==> src/rtl/game_pkg.sv <==
// Shared encodings for the reaction-time game FSM and its round sequencer.
package game_pkg;

  typedef enum logic [2:0] {
    GS_INIT    = 3'd0,
    GS_WAIT    = 3'd1,
    GS_GAME    = 3'd2,
    GS_ON_TIME = 3'd3,
    GS_LATE    = 3'd4,
    GS_EARLY   = 3'd5
  } game_state_e;

  typedef enum logic [2:0] {
    S_IDLE,
    S_ARM,
    S_PLAY,
    S_SCORE,
    S_GAP,
    S_CLRWAIT,
    S_DIV,
    S_FIN
  } seq_state_e;

  localparam int LATE_PENALTY_DEF = 1000;

endpackage

==> src/rtl/seq_divider.sv <==
// Restoring unsigned divider: one quotient bit per cycle, W cycles per divide.
module seq_divider #(
  parameter int W     = 13,
  parameter int OUT_W = 10
) (
  input  logic             clk,
  input  logic             rst,
  input  logic             start_i,
  input  logic [W-1:0]     dividend_i,
  input  logic [W-1:0]     divisor_i,
  output logic             busy_o,
  output logic             done_o,
  output logic [OUT_W-1:0] quotient_o
);

  localparam int CNT_W = $clog2(W + 1);

  logic [W-1:0]     rem_q;
  logic [W-1:0]     quo_q;
  logic [CNT_W-1:0] cnt_q;
  logic [W:0]       rem_sh;
  logic [W:0]       diff;

  // The dividend shifts out of quo_q's MSB as quotient bits shift in at the LSB.
  always_comb begin
    rem_sh = {rem_q, quo_q[W-1]};
    diff   = rem_sh - {1'b0, divisor_i};
  end

  always_ff @(posedge clk or posedge rst) begin
    if (rst) begin
      rem_q <= '0;
      quo_q <= '0;
      cnt_q <= '0;
    end else if (start_i) begin
      rem_q <= '0;
      quo_q <= dividend_i;
      cnt_q <= CNT_W'(W);
    end else if (cnt_q != '0) begin
      cnt_q <= cnt_q - CNT_W'(1);
      if (!diff[W]) begin
        rem_q <= diff[W-1:0];
        quo_q <= {quo_q[W-2:0], 1'b1};
      end else begin
        rem_q <= rem_sh[W-1:0];
        quo_q <= {quo_q[W-2:0], 1'b0};
      end
    end
  end

  assign busy_o     = (cnt_q != '0);
  assign done_o     = (cnt_q == CNT_W'(1));
  assign quotient_o = quo_q[OUT_W-1:0];

endmodule

==> src/rtl/reaction_round_seq.sv <==
// Multi-round session sequencer for the reaction-time game: pulses the game FSM,
// scores each round and reports last/best/average time and early-press count.
module reaction_round_seq
  import game_pkg::*;
#(
  parameter int NUM_ROUNDS   = 5,
  parameter int TIME_W       = 10,
  parameter int LATE_PENALTY = LATE_PENALTY_DEF,
  parameter int GAP_MS       = 2000
) (
  input  logic              clk,
  input  logic              rst,
  input  logic              user_start,
  input  logic              user_abort,
  input  logic [2:0]        game_state,
  input  logic [31:0]       ms_passed,
  input  logic              ms_tick,
  output logic              game_start,
  output logic              game_clear,
  output logic              busy,
  output logic              done,
  output logic [3:0]        round_idx,
  output logic [TIME_W-1:0] last_time,
  output logic [TIME_W-1:0] best_time,
  output logic [TIME_W-1:0] avg_time,
  output logic [3:0]        early_count
);

  localparam int                SUM_W    = TIME_W + $clog2(NUM_ROUNDS + 1);
  localparam int                GAP_W    = $clog2(GAP_MS + 1);
  localparam logic [TIME_W-1:0] PENALTY  = TIME_W'(LATE_PENALTY);
  localparam logic [3:0]        LAST_IDX = 4'(NUM_ROUNDS - 1);
  localparam logic [GAP_W-1:0]  GAP_LAST = GAP_W'(GAP_MS - 1);

  seq_state_e        state_q;
  logic [2:0]        res_q;
  logic [SUM_W-1:0]  sum_q;
  logic [GAP_W-1:0]  gap_q;
  logic [TIME_W-1:0] last_q, best_q, avg_q;
  logic [3:0]        round_q, early_q;
  logic              start_q, clear_q, busy_q, done_q;

  logic [TIME_W-1:0] score_d;
  logic              div_start_d, div_busy, div_done;
  logic [TIME_W-1:0] div_quo;
  logic              unused_ms_hi;

  assign unused_ms_hi = ^ms_passed[31:TIME_W];

  // The game counter is frozen while in SCORE, so the low bits are the reaction time.
  always_comb begin
    score_d = PENALTY;
    if (res_q == GS_ON_TIME) score_d = ms_passed[TIME_W-1:0];
  end

  assign div_start_d = (state_q == S_CLRWAIT) && (game_state == GS_INIT) &&
                       (round_q == LAST_IDX) && !user_abort && !div_busy;

  seq_divider #(.W(SUM_W), .OUT_W(TIME_W)) u_div (
    .clk       (clk),
    .rst       (rst),
    .start_i   (div_start_d),
    .dividend_i(sum_q),
    .divisor_i (SUM_W'(NUM_ROUNDS)),
    .busy_o    (div_busy),
    .done_o    (div_done),
    .quotient_o(div_quo)
  );

  always_ff @(posedge clk or posedge rst) begin
    if (rst) begin
      state_q <= S_IDLE;
      res_q   <= '0;
      sum_q   <= '0;
      gap_q   <= '0;
      last_q  <= '0;
      best_q  <= '0;
      avg_q   <= '0;
      round_q <= '0;
      early_q <= '0;
      start_q <= 1'b0;
      clear_q <= 1'b0;
      busy_q  <= 1'b0;
      done_q  <= 1'b0;
    end else begin
      start_q <= 1'b0;
      clear_q <= 1'b0;
      done_q  <= 1'b0;
      // Abort outranks every other event in the same cycle.
      if (user_abort && state_q != S_IDLE) begin
        clear_q <= 1'b1;
        busy_q  <= 1'b0;
        state_q <= S_IDLE;
      end else begin
        case (state_q)
          S_IDLE: if (user_start) begin
            sum_q   <= '0;
            round_q <= '0;
            early_q <= '0;
            best_q  <= '1;
            busy_q  <= 1'b1;
            start_q <= 1'b1;
            state_q <= S_ARM;
          end
          S_ARM: state_q <= S_PLAY;
          S_PLAY: begin
            case (game_state)
              GS_ON_TIME, GS_LATE, GS_EARLY: begin
                res_q   <= game_state;
                state_q <= S_SCORE;
              end
              GS_INIT: begin
                start_q <= 1'b1;
                state_q <= S_ARM;
              end
              default: ;
            endcase
          end
          S_SCORE: begin
            last_q <= score_d;
            sum_q  <= sum_q + SUM_W'(score_d);
            if (score_d < best_q) best_q <= score_d;
            if (res_q == GS_EARLY) early_q <= early_q + 4'd1;
            gap_q   <= '0;
            state_q <= S_GAP;
          end
          S_GAP: if (ms_tick) begin
            if (gap_q == GAP_LAST) begin
              clear_q <= 1'b1;
              state_q <= S_CLRWAIT;
            end else begin
              gap_q <= gap_q + GAP_W'(1);
            end
          end
          S_CLRWAIT: if (game_state == GS_INIT) begin
            if (round_q == LAST_IDX) begin
              if (!div_busy) state_q <= S_DIV;
            end else begin
              round_q <= round_q + 4'd1;
              start_q <= 1'b1;
              state_q <= S_ARM;
            end
          end
          S_DIV: if (div_done) state_q <= S_FIN;
          S_FIN: begin
            avg_q   <= div_quo;
            done_q  <= 1'b1;
            busy_q  <= 1'b0;
            state_q <= S_IDLE;
          end
          default: state_q <= S_IDLE;
        endcase
      end
    end
  end

  assign game_start  = start_q;
  assign game_clear  = clear_q;
  assign busy        = busy_q;
  assign done        = done_q;
  assign round_idx   = round_q;
  assign last_time   = last_q;
  assign best_time   = best_q;
  assign avg_time    = avg_q;
  assign early_count = early_q;

endmodule

==> config.mk <==
export PLATFORM = sky130hd
export DESIGN_NAME = reaction_round_seq
export DESIGN_NICKNAME = d
export VERILOG_FILES = /design/src/rtl/game_pkg.sv /design/src/rtl/seq_divider.sv /design/src/rtl/reaction_round_seq.sv
export SDC_FILE = /design/constraint.sdc
export NUM_CORES = 1
export LEC_CHECK = 0
export ABC_AREA = 1
export CORE_MARGIN = 3
export CORE_UTILIZATION = 50
export CTS_BUF_LIST = sky130_fd_sc_hd__clkbuf_4 sky130_fd_sc_hd__clkbuf_8 sky130_fd_sc_hd__clkbuf_16
export DETAILED_ROUTE_END_ITERATION = 7
export MAX_ROUTING_LAYER = met4
export PLACE_DENSITY = 0.74
export SETUP_SLACK_MARGIN = 0.2
export SYNTH_ARGS = -nofsm -noshare
export SYNTH_HDL_FRONTEND = slang
export SYNTH_SLANG_ARGS = --single-unit
export TNS_END_PERCENT = 10
==> constraint.sdc <==
create_clock -name clk -period 3.8 [get_ports clk]
set_input_delay 0.57 -clock clk [delete_from_list [all_inputs] [get_ports clk]]
set_output_delay 0.57 -clock clk [all_outputs]
set_load 0.02 [all_outputs]
==> impl_metrics.toml <==
[setup_path]
crit_start = "res_q[0]"
startpoint_type = "flip-flop"
critPathMaxStageDelay_ns = 0.41
cp-end-kind = "flip-flop"
crit_type = "flip-flop to flip-flop"
critPathMaxFanout = 15
slowest_stage = "dfrtp_1"
r2r-start = "res_q[0]"
required_ns = 4.09
critPathMostFrequentCell = "nand2_1"
cp.arrival_ns = 3.10
crit_path_cell_trace = "nand2_1, nor2_4, nand2_1, ha_1, nand2_1, inv_1, nand2_1, nand3_1, a311oi_1, nand2_1, nand2_1, nand2_1, nand2_1"

[pwr]
power.density_nw_per_um2 = 812.5
p_clk_share_pct = 16.8
seq_power_share_pct = 33.8
p_int_uw = 3114
p_comb_share_pct = 49.4
total_power_uw = 5556
power_leakage_uw = 0.003392
swShare_pct = 43.95
ir_worst_vdd_uv = 393.9
power_switching_uw = 2442

[logic_synthesis]
yosysMostFrequentCell = "nand2_1"
syn-mean-instance-area_um2 = 7.530
yosys_register_bits = 102
synth-edff-count = 0
netlist_instances = 772
netlist.area_leader.share_pct = 43.91
synth_cell_types = 37
seq_area_frac_synth_pct = 43.91
synth_top_cell_by_area = "dfrtp_1"
async_flop_share_pct = 100.0
synth_common_cells = "nand2_1 (219), inv_1 (114), dfrtp_1 (102)"
syn_nets = 836
ys_warn_count = 0
synthFlopType = "dfrtp_1"
syn_area_um2 = 5813
synthTopCellsByArea = "dfrtp_1 (44%), nand2_1 (14%), inv_1 (7.4%)"

[cts]
cts-root-buf = "clkbuf_16"
post_cts_buffers = 0
htree_levels = 3
ctsResizeCount = 0
cts_buffers = 9
cts_tree = "done"
clk_latency_ns = 0.35
cts.clk_slew.worst_paths_ns = 0.07
cts.sinks = 102
ctsHoldBuffers = 0
cts_buffer_depth = 2

[floorplanning]
coreArea_um2 = 11080
pin_count = 82
dieArea_um2 = 12960
rows = 38
initial_core_util_pct = 52.47
die_w_um = 113.8
die_y_um = 113.8

[drt]
met3_length_um = 725
drtIter0Drc = 323
wirelength_um = 13920
highest_layer = "met4"
wl_met2_um = 6541
m1WireLength_um = 6320
via_per_inst = 5.372
vias = 5222
firstDrtPassIters = 6
drt_drc_violations_left = 0
drt.antenna.violating_nets = 0
wire_per_inst_um = 14.32

[global_routing]
antenna_found_initial = 0
grt_max_degree = 62
grt_pass1_vias = 4999
grt_pass1_wl_um = 23770
grt-ovfl-total = 0
grt_usage_pct = 23.25

[timing]
worst_pin_slew_ns = 0.7742
timing.final.max_slew_violations = 0
rsz0062_at_grt = "no"
worst_clock_skew_ns = 0.002424
setup_viol = 0
timing.final.crit_share_pct = 74.00
period_needed_ns = 2.812
hold_viol_final = 0
timing.slew.headroom_pct = 48.39
setup_tns_ns = 0
max_freq_mhz = 355.6

[final_layout]
instances_no_fill = 972
area_growth_pct = 17.63
antenna_cells = 0
fillers = 1000
final_net_count = 892
drive_above_1_share_pct = 4.447

[hold_path]
hp-start = "avg_time[4]"
hold_path.class = "flip-flop to flip-flop"

[placed_design]
place_hpwl_um = 10140
gp_congestion = 0.9056
portBuffers = 59
placed_cells = 957

[outcome]
status = "finished, final reports clean"

[job]
cap_violations = 0
==> power by group through the flow <==
stage	Combinational (uW)	Sequential [uW]	Clock, uW
global route	3110	1940	991
finish	2740	1880	934
global placement	2640	1870	0
CTS	2750	1870	955
floorplan	1730	2020	0
detailed placement	2730	1890	0
==> cell families (layout without fill, tap and decap cells) <==
| family | count (synthesis) | count (layout) | share of synthesized area [%] |
|---|---|---|---|
| AOI/OAI and AO/OA | 127 | 127 | 12.61 |
| and+or+nand+nor | 371 | 371 | 27.42 |
| adders and majority gates | 24 | 24 | 5.166 |
| DFF | 102 | 102 | 43.91 |
| buffers and inverters | 135 | 195 | 8.932 |
| xor gates and xnor gates | 13 | 13 | 1.959 |
==> layout make-up <==
cell class | count | area [um^2] | share of cell area (%)
Multi-Input combinational cell | 535 | 2741 | 40.09
Timing Repair Buffer | 63 | 633.1 | 9.259
Clock buffer | 11 | 246.5 | 3.605
Inverter | 117 | 441.7 | 6.459
Sequential cell | 102 | 2552 | 37.33
Clock inverter | 4 | 47.55 | 0.6953
Tap cell | 140 | 175.2 | 2.562
==> layer usage <==
layer	track usage, %	vias to the layer above
met2	36.28	149
met3	4.775	29
met1	30.49	2438
met5	-	-
met4	7.838	0
li1	-	2606
==> sequential cells by signal, summed over array words and instances (netlist names) <==
| name | flops |
|---|---|
| busy | 1 |
| u_div.rem_q | 13 |
| game_start | 1 |
| done | 1 |
| avg_time | 10 |
| game_clear | 1 |
| sum_q | 13 |
| last_time | 10 |
| best_time | 10 |
| u_div.quo_q | 13 |
| u_div.cnt_q | 4 |
| early_count | 4 |
| gap_q | 11 |
| res_q | 3 |
| round_idx | 4 |
| state_q | 3 |
==> worst max-delay path, delay by kind of cell, from the launching register on <==
family / cells / cell delay, ns
buf+inv: 1 / 0.05
flops: 1 / 0.41
fa+ha+maj: 1 / 0.34
simple gates: 10 / 1.65
compound gates: 1 / 0.29
==> placed cells by master, fill, tap and decap left out, types with 12 or more instances in the layout <==
master           synthesis  layout
dfrtp_1                102     102
o221ai_1                12      12
nand3_1                 52      52
inv_1                  114     113
o21ai_0                 68      68
nor2_1                  56      56
a21oi_1                 18      18
clkdlybuf4s50_1          0      59
nand2_1                219     219
ha_1                    24      24
nor3_1                  12      12
==> metrics by stage <==
step	setup WS [ns]	area, um^2	utilization, %	hold WS, ns
after detailed placement	0.8149	6544	59.07	0.4744
after global routing	0.7961	6838	61.72	0.5196
after global placement	0.9161	6544	59.07	0.4689
after CTS	1.022	6838	61.72	0.4912
after floorplan	0.5545	5813	-	0.4549
final	0.9879	6838	61.72	0.4857
==> final timing paths <==
kind	end	slack (ns)	cells past startpoint
max in group asynchronous	sum_q[2]	2.37	3
min in group asynchronous	round_idx[0]	0.73	2
worst max-delay path	best_time[1]	0.99	13
worst max register to register	best_time[1]	0.99	13
worst min-delay path	avg_time[4]	0.49	2
worst min register to register	avg_time[4]	0.49	2
No activity file was read; power rests on OpenSTA's default activity.
